[config.mk]
export PLATFORM = sky130hd
export DESIGN_NAME = wb_ddr3_arbiter
export DESIGN_NICKNAME = d
export VERILOG_FILES = /design/src/rtl/wb_ddr3_arbiter.sv
export SDC_FILE = /design/constraint.sdc
export NUM_CORES = 1
export LEC_CHECK = 0
export BUFFER_PORTS_ARGS = -buffer_cell sky130_fd_sc_hd__buf_4
export CAP_MARGIN = 20
export CORE_AREA = 2 2 206 208
export CTS_BUF_LIST = sky130_fd_sc_hd__clkbuf_16
export CTS_CLUSTER_SIZE = 10
export DETAILED_ROUTE_END_ITERATION = 8
export DIE_AREA = 0 0 208 210
export PLACE_DENSITY = 0.32
export SLEW_MARGIN = 25
export SYNTH_ARGS = -nofsm -noshare
export SYNTH_HDL_FRONTEND = slang
export SYNTH_SLANG_ARGS = --single-unit
[constraint.sdc]
create_clock -name clock -period 7 [get_ports clock]
set_input_delay 2.1 -clock clock [delete_from_list [all_inputs] [get_ports clock]]
set_output_delay 2.1 -clock clock [all_outputs]
set_load 0.03 [all_outputs]
[src/rtl/wb_ddr3_arbiter.sv]
// wb_ddr3_arbiter
// Shares the pipelined Wishbone slave port of the DDR3 controller between two
// masters. Whole bus cycles are granted round-robin. A per-grant strobe budget
// stops one master from starving the other. The bus changes hands only after
// every accepted request has been answered.
//
// Ports:
//   clock, RST_N            system clock, asynchronous active-low reset
//   m0_* / m1_*             master-side Wishbone (cyc/stb/we/addr/data/sel in,
//                           stall/ack/err/rdata out)
//   s_*                     slave-side Wishbone toward the DDR3 controller
//
// Parameters:
//   MAX_BURST        strobes accepted per grant before yielding (0 = unlimited)
//   MAX_OUTSTANDING  cap on accepted-but-unanswered requests at the slave

module wb_ddr3_arbiter #(
    parameter int MAX_BURST       = 16,
    parameter int MAX_OUTSTANDING = 8
) (
    input  logic        clock,
    input  logic        RST_N,

    input  logic        m0_cyc,
    input  logic        m0_stb,
    input  logic        m0_we,
    input  logic [31:0] m0_addr,
    input  logic [63:0] m0_data,
    input  logic [7:0]  m0_sel,
    output logic        m0_stall,
    output logic        m0_ack,
    output logic        m0_err,
    output logic [63:0] m0_rdata,

    input  logic        m1_cyc,
    input  logic        m1_stb,
    input  logic        m1_we,
    input  logic [31:0] m1_addr,
    input  logic [63:0] m1_data,
    input  logic [7:0]  m1_sel,
    output logic        m1_stall,
    output logic        m1_ack,
    output logic        m1_err,
    output logic [63:0] m1_rdata,

    output logic        s_cyc,
    output logic        s_stb,
    output logic        s_we,
    output logic [31:0] s_addr,
    output logic [63:0] s_data,
    output logic [7:0]  s_sel,
    input  logic        s_stall,
    input  logic        s_ack,
    input  logic        s_err,
    input  logic [63:0] s_rdata
);

    localparam int OW = $clog2(MAX_OUTSTANDING + 1);
    localparam int BW = (MAX_BURST == 0) ? 1 : $clog2(MAX_BURST + 1);
    localparam logic [OW-1:0] OUT_MAX   = OW'(MAX_OUTSTANDING);
    localparam logic [BW-1:0] BURST_MAX = BW'(MAX_BURST);
    localparam logic          BURST_ON  = (MAX_BURST != 0);

    typedef enum logic [2:0] {IDLE, OWN0, OWN1, DRAIN0, DRAIN1} state_t;

    state_t        state, state_next;
    logic          last, last_next;
    logic [OW-1:0] outstanding;
    logic [BW-1:0] burst_cnt;

    logic owner, granted, owning;
    logic k_cyc, o_cyc, k_stb;
    logic limit, block, accept, resp, budget_hit;

    // Read data is broadcast; only the ack/err strobes say who it belongs to.
    assign m0_rdata = s_rdata;
    assign m1_rdata = s_rdata;

    // Decode the current owner and select its request signals.
    always_comb begin
        granted = (state != IDLE);
        owning  = (state == OWN0) || (state == OWN1);
        owner   = (state == OWN1) || (state == DRAIN1);
        k_cyc   = owner ? m1_cyc : m0_cyc;
        o_cyc   = owner ? m0_cyc : m1_cyc;
        k_stb   = owner ? m1_stb : m0_stb;
        limit   = BURST_ON && (burst_cnt == BURST_MAX);
        block   = (outstanding == OUT_MAX) || limit;
    end

    // Slave-side request mux and master-side response routing. A master that
    // does not own the bus always sees stall and never sees a response.
    // Responses arriving with nothing outstanding are dropped.
    always_comb begin
        s_cyc    = 1'b0;
        s_stb    = 1'b0;
        s_we     = 1'b0;
        s_addr   = '0;
        s_data   = '0;
        s_sel    = '0;
        m0_stall = 1'b1;
        m1_stall = 1'b1;
        m0_ack   = 1'b0;
        m1_ack   = 1'b0;
        m0_err   = 1'b0;
        m1_err   = 1'b0;
        if (granted) begin
            s_cyc  = k_cyc;
            s_we   = owner ? m1_we   : m0_we;
            s_addr = owner ? m1_addr : m0_addr;
            s_data = owner ? m1_data : m0_data;
            s_sel  = owner ? m1_sel  : m0_sel;
            if (owning) begin
                s_stb = k_cyc && k_stb && !block;
            end
            if (owner) begin
                m1_stall = owning ? (s_stall || block) : 1'b1;
                m1_ack   = s_ack && (outstanding != '0);
                m1_err   = s_err && (outstanding != '0);
            end else begin
                m0_stall = owning ? (s_stall || block) : 1'b1;
                m0_ack   = s_ack && (outstanding != '0);
                m0_err   = s_err && (outstanding != '0);
            end
        end
    end

    // Handshake events. budget_hit also fires in the cycle where the strobe
    // that fills the budget is accepted, so the handover starts without a
    // wasted cycle.
    always_comb begin
        accept     = s_stb && !s_stall;
        resp       = (s_ack || s_err) && (outstanding != '0);
        budget_hit = BURST_ON && (limit || (accept && (burst_cnt == BURST_MAX - BW'(1))));
    end

    // Arbitration: round-robin in IDLE, yield on budget when the other master
    // waits, release once responses drain or the owner cancels by dropping cyc.
    always_comb begin
        state_next = state;
        last_next  = last;
        case (state)
            IDLE: begin
                if (m0_cyc && (!m1_cyc || last)) begin
                    state_next = OWN0;
                end else if (m1_cyc) begin
                    state_next = OWN1;
                end
            end
            OWN0, OWN1: begin
                if (!k_cyc) begin
                    state_next = IDLE;
                    last_next  = owner;
                end else if (budget_hit && o_cyc) begin
                    state_next = owner ? DRAIN1 : DRAIN0;
                end
            end
            DRAIN0, DRAIN1: begin
                if (!k_cyc || (outstanding == '0) ||
                    ((outstanding == OW'(1)) && resp)) begin
                    state_next = IDLE;
                    last_next  = owner;
                end
            end
            default: begin
                state_next = IDLE;
            end
        endcase
    end

    // State and last-owner registers. last resets to 1 so m0 wins the first tie.
    always_ff @(posedge clock or negedge RST_N) begin
        if (!RST_N) begin
            state <= IDLE;
            last  <= 1'b1;
        end else begin
            state <= state_next;
            last  <= last_next;
        end
    end

    // Counters are held at zero in IDLE, which also clears them for the next
    // grant. A cancel throws away the outstanding count because the controller
    // abandons those requests.
    always_ff @(posedge clock or negedge RST_N) begin
        if (!RST_N) begin
            outstanding <= '0;
            burst_cnt   <= '0;
        end else if (state == IDLE) begin
            outstanding <= '0;
            burst_cnt   <= '0;
        end else if (!k_cyc) begin
            outstanding <= '0;
        end else begin
            if (accept && !resp) begin
                outstanding <= outstanding + OW'(1);
            end else if (!accept && resp) begin
                outstanding <= outstanding - OW'(1);
            end
            if (BURST_ON && accept && !limit) begin
                burst_cnt <= burst_cnt + BW'(1);
            end
        end
    end

endmodule
# == After elaboration in Yosys (flattened, before gate mapping) ==
# Cells that the tools add are included.
# word_totals
reg_bits,13
input_bits,283
output_inout_bits,241
wordCells,105
# classes
addsub,3
n_eq_ne,13
muxes,44
reduce_logical,41
# ops
op,n
$mux W64,2
$mux W32,2
$mux W1,23
$mux W3,6
$mux W4,4
$mux W8,2
$mux W5,3
$logic_and A1 B1 Y1,13
$logic_or A1 B1 Y1,9
$pmux W3 S3,1
$logic_not A1 Y1,7
$eq A3 B2 Y1 const B,2
$ne A3 B3 Y1 const B,2
$reduce_and A3 Y1,2
$reduce_bool A2 Y1,3
$add A5 B1 Y5 const B,1
$eq A5 B4 Y1 const B,1
$eq A5 B5 Y1 const B,1
$add A4 B1 Y4 const B,1
$eq A4 B1 Y1 const B,1
$eq A4 B4 Y1 const B,1
$logic_not A4 Y1,1
$ne A2 B2 Y1 const B,2
$ne A4 B1 Y1 const B,1
9 further kinds,10

# == Depth between registers and ports, before layout ==
# Gate-level depths: netlist of the first run.
# depth
depth_word,14
depth_mapped,10
depth_no_buf,10

# == Worst setup path before layout of the first run ==
# No wires, ideal clock.
# synth_path
kind,input port to output port
start,input port m0_cyc
end,output port s_stb
t_arrival_ns,3.032
t_required_ns,4.900
slack_ns,1.868
cell_stages,4
path_buffers,1
path_cell_list,clkbuf_2 and4bb_4 a32oi_4 nor2_1
# synth_via
elab_chain_cells,5
# synth_lines
item,line_no,text
from (decl),24,"input logic m0_cyc,"
$mux W1,84,k_cyc = owner ? m1_cyc : m0_cyc;
$logic_and A1 B1 Y1 (2 in a row),114,s_stb = k_cyc && k_stb && !block;
$mux W1,113,if (owning) begin
$mux W1,107,if (granted) begin
to (decl),47,"output logic s_stb,"
# Every way passes these cells.

# == Final worst setup path of the first run ==
# layout_path
start,input port m1_cyc
end,output port s_stb
# layout_via
elab_chain_cells,5
# layout_lines
item,line_no,text
from (decl),35,"input logic m1_cyc,"
$mux W1,84,
$logic_and A1 B1 Y1 (2 in a row),114,
$mux W1,113,
$mux W1,107,
# Every way passes these cells.

==> results of run 1 <==
-- critical path: stages --
cell and delay [ns]:
buf_4 0.15, and3b_1 0.21, a32oi_4 0.39, nor2_1 0.15, buf_4 0.20
-- power groups by stage --
stage          clock network [W]  registers (W)  logic, W
2_1_floorplan                  0       0.000108   0.00130
3_3_place_gp                   0       0.000131   0.00184
3_5_place_dp                   0       0.000129   0.00182
4_1_cts                 0.000112       0.000128   0.00183
5_1_grt                 0.000117       0.000134   0.00192
6_report                0.000109       0.000128   0.00181
-- cell type report --
cell class	instances	area, sq um	share of cell area (%)
Timing Repair Buffer	336	2520	47.7
Clock inverter	1	5.00	0.0947
Tap cell	539	674	12.8
Multi-Input combinational cell	197	1640	31.1
Clock buffer	3	75.1	1.42
Sequential cell	13	327	6.18
Inverter	11	41.3	0.781
-- state kept, by name, summed over array words and instances (netlist names) --
name	count
burst_cnt	5
last	1
outstanding	4
state	3
-- per-stage QoR --
stage          std cells  utilization (%)  instance area [sq um]  hold slack (ns)  total power (W)
6_report            1100             12.7                   5290            0.575          0.00205
3_3_place_gp        1096             12.6                   5210            0.561          0.00198
5_1_grt             1100             12.7                   5290            0.613          0.00217
2_1_floorplan        375                -                   3090            0.535          0.00141
4_1_cts             1100             12.7                   5290            0.575          0.00207
3_5_place_dp        1096             12.6                   5210            0.567          0.00195
-- synthesized netlist by cell type, types with 2 or more instances --
cell type / count
a22o_1: 105
ha_1: 7
buf_4: 131
or4_1: 2
o21ai_0: 3
clkbuf_1: 15
nand2_1: 6
buf_2: 5
xnor2_1: 6
nand3_1: 5
mux2i_1: 3
inv_1: 10
nor3_1: 2
nor2_1: 14
a31oi_1: 3
dfrtp_1: 12
a21oi_1: 4
xor2_1: 2
and3_1: 5
-- per-layer routing --
metal	GRT usage [%]	wire length, um	vias to the layer above
met5	0.779	48	-
li1	-	-	1638
met1	7.99	6210	1584
met2	10.3	7570	219
met3	2.10	1640	61
met4	2.45	560	2
-- worst paths after layout --
| kind | startpoint | endpoint | slack (ns) | cells past startpoint |
|---|---|---|---|---|
| hold / removal | last$_DFFE_PN1P_ | last$_DFFE_PN1P_ | 0.57 | 2 |
| hold reg to reg | last$_DFFE_PN1P_ | last$_DFFE_PN1P_ | 0.57 | 2 |
| setup reg to reg | burst_cnt[0]$_DFFE_PN0P_ | outstanding[3]$_DFFE_PN0P_ | 4.18 | 10 |
| max in group asynchronous | RST_N | last$_DFFE_PN1P_ | 5.05 | 1 |
| setup / recovery | m1_cyc | s_stb | 1.70 | 5 |
| min in group asynchronous | RST_N | state[1]$_DFFE_PN0P_ | 1.71 | 1 |
-- logic make-up (layout without fill, tap and decap cells) --
family	after synthesis	in the layout	synth area share, %
xor+xnor	8	8	2.27
compound gates	129	129	36.2
fa+ha+maj	7	7	2.84
mux	3	3	0.973
flops	13	13	10.6
simple gates	50	50	10.7
buf+inv	165	351	36.5
==> impl_metrics.csv, run 1 <==
group,metric,value,unit
outcome,outcome,"completed",
clocking,clk_pin_slew_worst_paths,0.05,ns
final_layout,fillers,4797,
die,die-area,0.0437,sq mm
sta,layout_min_cycle_time,5.30,ns
power_and_ir_drop,comb_power_share,88.4,%
sta,slew_violations,0,
final_layout,syn_to_final_growth,71.3,%
synth,synth_nets,665,
sta,rsz0062_at_grt,"no",
power_and_ir_drop,ir_drop,0.132,mV
drt,firstDrtPassIters,4,
drt,antenna_left,0,
final_layout,drive_gt1_share,63.3,%
synth,synthTopCellsByArea,"buf_4 32%, a22o_1 30%, dfrtp_1 9.7%, ha_1 2.8%, clkbuf_1 1.8%",
power_and_ir_drop,p_leak,2.57,nW
die,die_width,208,um
synth,synth_edf_count,0,
placed_design,dp_hpwl,13300,um
sta,timing.fmax,0.189,GHz
synth,avgSynthCellArea,8.23,sq um
synth,async_flop_share,100,%
clocking,cts_tree,"built",
setup_path,critPathKind,"input port to output port",
final_layout,final_common_cell,"buf_4",
drt,vias,3504,
die,ios,524,
synth,ys_seq_area_share,10.6,%
final_layout,num_antenna_cells,0,
setup_path,start_kind,"input port",
drt,drtIter0Drc,148,
placed_design,gp_congestion,0.669,
global_route,grt_start_max_net_pins,62,
final_layout,nets,852,
clocking,cts_buffer_depth,2,
setup_path,cp_max_fo,9,
placed_design,port_buffers,331,
drt,vias_per_cell,3.19,
die,die_y,210,um
power_and_ir_drop,seqPwrFrac,6.3,%
clocking,htree_levels,1,
setup_path,cp_data_required_time,4.90,ns
sta,relSlewSlack,51.5,%
clocking,cts_setup_buffers,0,
placed_design,post-place-ws,1.68,ns
sta,tns,0,ns
sta,worst_pin_slew,0.727,ns
sta,hold_violations,0,
drt,wl_per_cell,14.6,um
clocking,cts.repair.resized,0,
die,initial_core_util,7.44,%
global_route,grt_pass1_wl,22000,um
clocking,insertion_delay,0.24,ns
setup_path,crit_path_end_kind,"output port",
power_and_ir_drop,powerDensity,387,mW/mm^2
power_and_ir_drop,p_sw_share,57.2,%
power_and_ir_drop,netSwitchingPower,0.00117,W
global_route,grt-ovfl-total,0,
synth,yosysTopAreaCell,"buf_4",
die,rows,75,
drt,route.detailed.drc,0,
sta,final_critical_path_setup_slack,1.70,ns
run,cap_violations,0,
final_layout,final_cell_mix,"336 x buf_4, 105 x a22o_1, 14 x nor2_1",
sta,fin_worst_skew,0.00183,ns
clocking,holdBufCountCts,0,
sta,finalCritPeriodShare,75.7,%
clocking,clkSinkCount,13,
global_route,grt_pass1_vias,3356,
global_route,antenna_found_initial,0,
synth,synth.top_cell.area_share,31.9,%
synth,yosysUniqueCellTypes,54,
power_and_ir_drop,p_clk_share,5.3,%
synth,syn_inst,375,
synth,ys_ff_latch,13,
clocking,cts-root-buf,"clkbuf_16",
die,core_region_area,0.0415,sq mm
synth,ys_warn_count,0,
drt,drt-total-wl,16000,um
global_route,grt_usage,6.46,%
setup_path,crit_arrival,3.20,ns
hold_path,hold_class,"flop to flop",
clocking,cts_buffers,3,
synth,ys.flop_type,"dfrtp_1",
sta,setup_viol,0,
power_and_ir_drop,p_int,0.000875,W
synth,synth_area,0.00309,sq mm
Power figures use the tool's default switching activity.
==> inputs of run 2 (changes only) <==
--- a/config.mk
+++ b/config.mk
@@ -12,7 +12,7 @@
 export CTS_CLUSTER_SIZE = 10
 export DETAILED_ROUTE_END_ITERATION = 8
 export DIE_AREA = 0 0 208 210
-export PLACE_DENSITY = 0.32
+export PLACE_DENSITY = 0.33
 export SLEW_MARGIN = 25
 export SYNTH_ARGS = -nofsm -noshare
 export SYNTH_HDL_FRONTEND = slang
==> constraint.sdc (replaced) <==
create_clock -name clock -period 4.8 [get_ports clock]
set_input_delay 1.44 -clock clock [delete_from_list [all_inputs] [get_ports clock]]
set_output_delay 1.44 -clock clock [all_outputs]
set_load 0.03 [all_outputs]
==> run 2 against run 1 <==
  * Cell area rose by 0.71%
  * Highest routed layer unchanged
  * Global-route usage increased by 0.32 points
  * Clock power rose by 50%
  * Critical path depth stayed put
  * Sequential share of layout area about the same
  * Critical path type unchanged
  * Utilization is 0.090 points higher
  * Largest cell class unchanged
  * Critical endpoint unchanged
  * Hold slack improved by 0.0091 ns
  * Combinational power grew 49%
  * Sequential cell count did not move
  * Clock skew rose by 0.0015 ns
  * Largest power group unchanged
==> impl_metrics.csv, run 2 (synthesis gave the netlist of run 1 again) <==
group,metric,value,unit
clocking,insertion_delay,0.24,ns
die,core_region_area,0.0415,sq mm
setup_path,r2r_start,"burst_cnt[0]$_DFFE_PN0P_",
final_layout,num_antenna_cells,0,
drt,drtIter0Drc,147,
clocking,cts_setup_buffers,0,
setup_path,cp_data_required_time,3.36,ns
final_layout,syn_to_final_growth,72.5,%
drt,antenna_left,0,
final_layout,top_regs,"burst_cnt: 5 flops, outstanding: 4 flops, state: 3 flops",
global_route,grt_start_max_net_pins,65,
drt,wl_per_cell,15.2,um
sta,tns,0,ns
setup_path,worst_path_largest_cell_delay,0.38,ns
clocking,cts_buffers,3,
setup_path,crit_path_end_kind,"output port",
final_layout,final_common_cell,"buf_4",
sta,timing.fmax,0.258,GHz
clocking,clkSinkCount,13,
die,die_y,210,um
hold_path,worstHoldEndpoint,"burst_cnt[1]$_DFFE_PN0P_",
final_layout,post-route-util,12.8,%
sta,relSlewSlack,48.2,%
clocking,cts-root-buf,"clkbuf_16",
sta,worst_pin_slew,0.771,ns
sta,slew_violations,0,
global_route,grt_pass1_vias,3401,
hold_path,holdPathStages,2,
hold_path,min_from,"burst_cnt[1]$_DFFE_PN0P_",
setup_path,start_kind,"input port",
global_route,grt-ovfl-total,0,
setup_path,r2r_slack,2.10,ns
setup_path,r2r-end,"outstanding[3]$_DFFE_PN0P_",
drt,firstDrtPassIters,4,
global_route,antenna_found_initial,3,
clocking,cts.repair.resized,0,
final_layout,drive_gt1_share,63.3,%
clocking,holdBufCountCts,0,
run,cap_violations,0,
drt,drt-total-wl,16800,um
setup_path,critPathKind,"input port to output port",
drt,vias_per_cell,3.17,
placed_design,dp_hpwl,13800,um
sta,layout_min_cycle_time,3.87,ns
sta,rsz0062_at_grt,"no",
sta,setup_viol,0,
die,rows,75,
power_and_ir_drop,powerDensity,572,mW/mm^2
final_layout,largest_register,"burst_cnt",
placed_design,port_buffers,331,
global_route,grt_usage,6.78,%
power_and_ir_drop,ir_drop,0.189,mV
sta,finalCritPeriodShare,80.6,%
clocking,cts_buffer_depth,2,
power_and_ir_drop,p_leak,2.58,nW
setup_path,critical_path.top_delay_family,"compound AO/OA/AOI/OAI gates",
hold_path,hold_class,"flop to flop",
final_layout,final_cell_mix,"333 x buf_4, 105 x a22o_1, 14 x nor2_1",
setup_path,crit_arrival,2.43,ns
setup_path,slowest_stage,"a32oi_4",
sta,hold_violations,0,
sta,fin_worst_skew,0.00331,ns
setup_path,path_common_cell,"buf_4",
drt,route.detailed.drc,0,
setup_path,cp_max_fo,9,
drt,vias,3489,
placed_design,gp_congestion,0.687,
sta,whs,0.584,ns
die,ios,524,
clocking,cts_tree,"built",
clocking,clk_pin_slew_worst_paths,0.05,ns
setup_path,r2r_cells,10,
die,initial_core_util,7.44,%
final_layout,largest_reg_flops,5,
clocking,htree_levels,1,
outcome,outcome,"completed",
final_layout,nets,852,
global_route,grt_pass1_wl,22700,um
setup_path,cp_cell_sequence,"buf_4 -> and3b_1 -> a32oi_4 -> nor2_1 -> buf_4",
die,die-area,0.0437,sq mm
setup_path,crit_buf_inv,2,
die,die_width,208,um
-- run 2: cell count changes in the layout (fill, tap and decap cells not counted) --
cell and delta:
buf_4 -3, buf_12 +3
-- run 2: cell type report --
cell class	instances	area, sq um
flip-flops and latches	13	327
multi-input cells	197	1640
fillers	4787	36200
clock buffers	3	75.1
clock inverters	1	5.00
repair buffers	336	2560
well taps	539	674
inverters	11	41.3
-- run 2: worst register-to-register path, stage by stage, from the launching register on --
cell and delay (ns):
dfrtp_1 0.42, inv_1 0.07, ha_1 0.14, nor4bb_2 0.40
a31o_2 0.33, nor3_4 0.11, ha_1 0.27, or4_1 0.47
a21oi_1 0.18, xnor2_1 0.14, nor2_1 0.05
-- run 2: layer usage --
layer | part of all wire (%) | vias to the layer above | GRT usage, %
met2 | 45 | 209 | 10.3
met1 | 39 | 1577 | 8.15
met3 | 12 | 61 | 3.29
met4 | 3.7 | 6 | 2.81
met5 | 0.24 | - | 0
li1 | - | 1636 | -
-- run 2: metrics by stage --
step                      setup slack, ns  area, sq um  std cells  power [W]
final                               0.931         5320       1100    0.00304
after global routing                0.864         5320       1100    0.00322
after CTS                           0.925         5320       1100    0.00309
after detailed placement            0.932         5240       1096    0.00292
after global placement              0.939         5240       1096    0.00293
after floorplan                     0.988         3090        375    0.00206
-- run 2: worst max-delay path by stage --
stage,start,depth (start not counted),endpoint
after global placement,m1_cyc,5,s_stb
after global routing,m1_cyc,5,s_stb
final,m1_cyc,5,s_stb
after detailed placement,m1_cyc,5,s_stb
after floorplan,m0_cyc,4,s_stb
after CTS,m1_cyc,5,s_stb
-- run 2: report_power, final --
part / internal [W] / switching (W)
clock: 0.000111 / 0.0000527
sequential: 0.000136 / 0.0000500
combinational: 0.00106 / 0.00163
==> inputs of run 3 (changes only) <==
==> constraint.sdc (replaced) <==
create_clock -name clock -period 3.1 [get_ports clock]
set_input_delay 0.93 -clock clock [delete_from_list [all_inputs] [get_ports clock]]
set_output_delay 0.93 -clock clock [all_outputs]
set_load 0.03 [all_outputs]
==> run 3 against run 2 <==
  * Wire length increased by 0.97%
  * Utilization rose by 0.18 points
  * Cell area increased by 1.4%
  * Global-route usage up 0.14 points
  * First-iteration DRC count is 20% higher
  * Die area unchanged
  * Cell count rose by 0.91%
  * Worst setup slack worse by 0.71 ns
  * Sequential cell count unchanged
  * Clock-buffer cell count stayed put
  * Critical path depth grew 2
  * Hold slack worse by 0.053 ns
  * Critical endpoint is now m1_stall
  * Largest power group unchanged
==> impl_metrics.csv, run 3 (synthesis gave the netlist of run 1 again) <==
group,metric,value,unit
drt,antenna_left,0,
power_and_ir_drop,p_int,0.00207,W
drt,drt-total-wl,16900,um
setup_path,r2r_slack,0.56,ns
final_layout,final_common_cell,"buf_4",
setup_path,critPathKind,"flop to output port",
hold_path,hold_class,"input port to asynchronous set/reset pin",
sta,tns,0,ns
drt,firstDrtPassIters,4,
clocking,cts_setup_buffers,0,
clocking,htree_levels,1,
sta,fin_worst_skew,0.00209,ns
power_and_ir_drop,p_sw_share,56.7,%
clocking,cts_buffers,3,
final_layout,syn_to_final_growth,74.8,%
sta,relSlewSlack,69.1,%
setup_path,crit_arrival,1.95,ns
power_and_ir_drop,seqPwrFrac,5.6,%
clocking,insertion_delay,0.25,ns
placed_design,gp_congestion,0.692,
die,ios,524,
clocking,clkSinkCount,13,
final_layout,final_cell_mix,"339 x buf_4, 105 x a22o_1, 14 x nor2_1",
sta,finalCritPeriodShare,93.0,%
global_route,grt-ovfl-total,0,
sta,worst_pin_slew,0.460,ns
clocking,cts_tree,"built",
global_route,grt_pass1_vias,3486,
sta,rsz0062_at_grt,"no",
final_layout,nets,859,
global_route,grt_start_max_net_pins,58,
die,die_width,208,um
power_and_ir_drop,netSwitchingPower,0.00272,W
die,rows,75,
final_layout,drive_gt1_share,63.7,%
sta,layout_min_cycle_time,2.88,ns
final_layout,top_regs,"burst_cnt: 5 flops, outstanding: 4 flops, state: 3 flops",
global_route,antenna_found_initial,3,
sta,slew_violations,0,
power_and_ir_drop,p_leak,2.62,nW
setup_path,cp_max_fo,6,
power_and_ir_drop,p_clk_share,5.4,%
drt,wl_per_cell,15.2,um
setup_path,crit_path_end_kind,"output port",
global_route,grt_pass1_wl,23300,um
sta,hold_violations,0,
run,cap_violations,0,
placed_design,dp_hpwl,14200,um
sta,timing.fmax,0.347,GHz
clocking,holdBufCountCts,0,
clocking,cts.repair.resized,0,
clocking,cts-root-buf,"clkbuf_16",
outcome,outcome,"completed",
power_and_ir_drop,comb_power_share,89.0,%
drt,drtIter0Drc,177,
final_layout,largest_register,"burst_cnt",
die,die-area,0.0437,sq mm
die,die_y,210,um
sta,setup_viol,0,
setup_path,cp_data_required_time,2.17,ns
sta,whs,0.530,ns
clocking,cts_buffer_depth,2,
drt,vias,3532,
clocking,clk_pin_slew_worst_paths,0.05,ns
power_and_ir_drop,powerDensity,887,mW/mm^2
setup_path,start_kind,"flop",
power_and_ir_drop,ir_drop,0.306,mV
die,initial_core_util,7.44,%
die,core_region_area,0.0415,sq mm
placed_design,port_buffers,331,
final_layout,largest_reg_flops,5,
global_route,grt_usage,6.92,%
drt,vias_per_cell,3.18,
drt,route.detailed.drc,0,
==> run 3: per-layer routing <==
metal | vias up | wire (um) | GRT usage [%]
li1 | 1652 | - | -
met1 | 1590 | 6710 | 8.65
met2 | 229 | 7690 | 10.6
met3 | 61 | 1900 | 2.64
met4 | 0 | 634 | 2.84
met5 | - | 0 | 0.334
==> run 3: worst paths after layout <==
check	startpoint	to	cells past startpoint
setup / recovery	burst_cnt[0]$_DFFE_PN0P_	m1_stall	7
setup reg to reg	burst_cnt[0]$_DFFE_PN0P_	outstanding[3]$_DFFE_PN0P_	10
max in group asynchronous	RST_N	last$_DFFE_PN1P_	1
hold / removal	RST_N	state[0]$_DFFE_PN0P_	1
hold reg to reg	burst_cnt[4]$_DFFE_PN0P_	burst_cnt[4]$_DFFE_PN0P_	2
min in group clock	burst_cnt[4]$_DFFE_PN0P_	burst_cnt[4]$_DFFE_PN0P_	2
==> run 3: power by group through the flow <==
stage,clock network [W],logic [W],registers [W]
floorplan,0,0.00294,0.000244
global placement,0,0.00432,0.000274
detailed placement,0,0.00429,0.000272
CTS,0.000264,0.00430,0.000269
global route,0.000270,0.00449,0.000277
finish,0.000258,0.00426,0.000268
==> run 3: critical path, cell delays in order, from the launching register on <==
cell and delay [ns]:
dfrtp_1 0.41, inv_1 0.07, ha_1 0.12, nor4bb_2 0.38, a31o_2 0.32, nor3_1 0.10, nand3_1 0.12, buf_4 0.17
==> run 3: area by class of cell <==
| cell class | count | area, sq um |
|---|---|---|
| flip-flops and latches | 13 | 327 |
| fillers | 4827 | 36100 |
| clock buffers | 3 | 75.1 |
| clock inverters | 1 | 5.00 |
| multi-input cells | 197 | 1640 |
| inverters | 11 | 41.3 |
| diodes | 3 | 7.51 |
| repair buffers | 343 | 2630 |
| well taps | 539 | 674 |
==> run 3: per-stage QoR <==
step	total power (W)	std cells	area (sq um)	utilization, %	worst slack, ns
CTS	0.00483	1107	5390	13.0	0.173
global placement	0.00459	1103	5310	12.8	0.281
floorplan	0.00319	375	3090	-	0.201
detailed placement	0.00456	1103	5310	12.8	0.310
finish	0.00479	1110	5400	13.0	0.218
global route	0.00503	1107	5390	13.0	0.0413
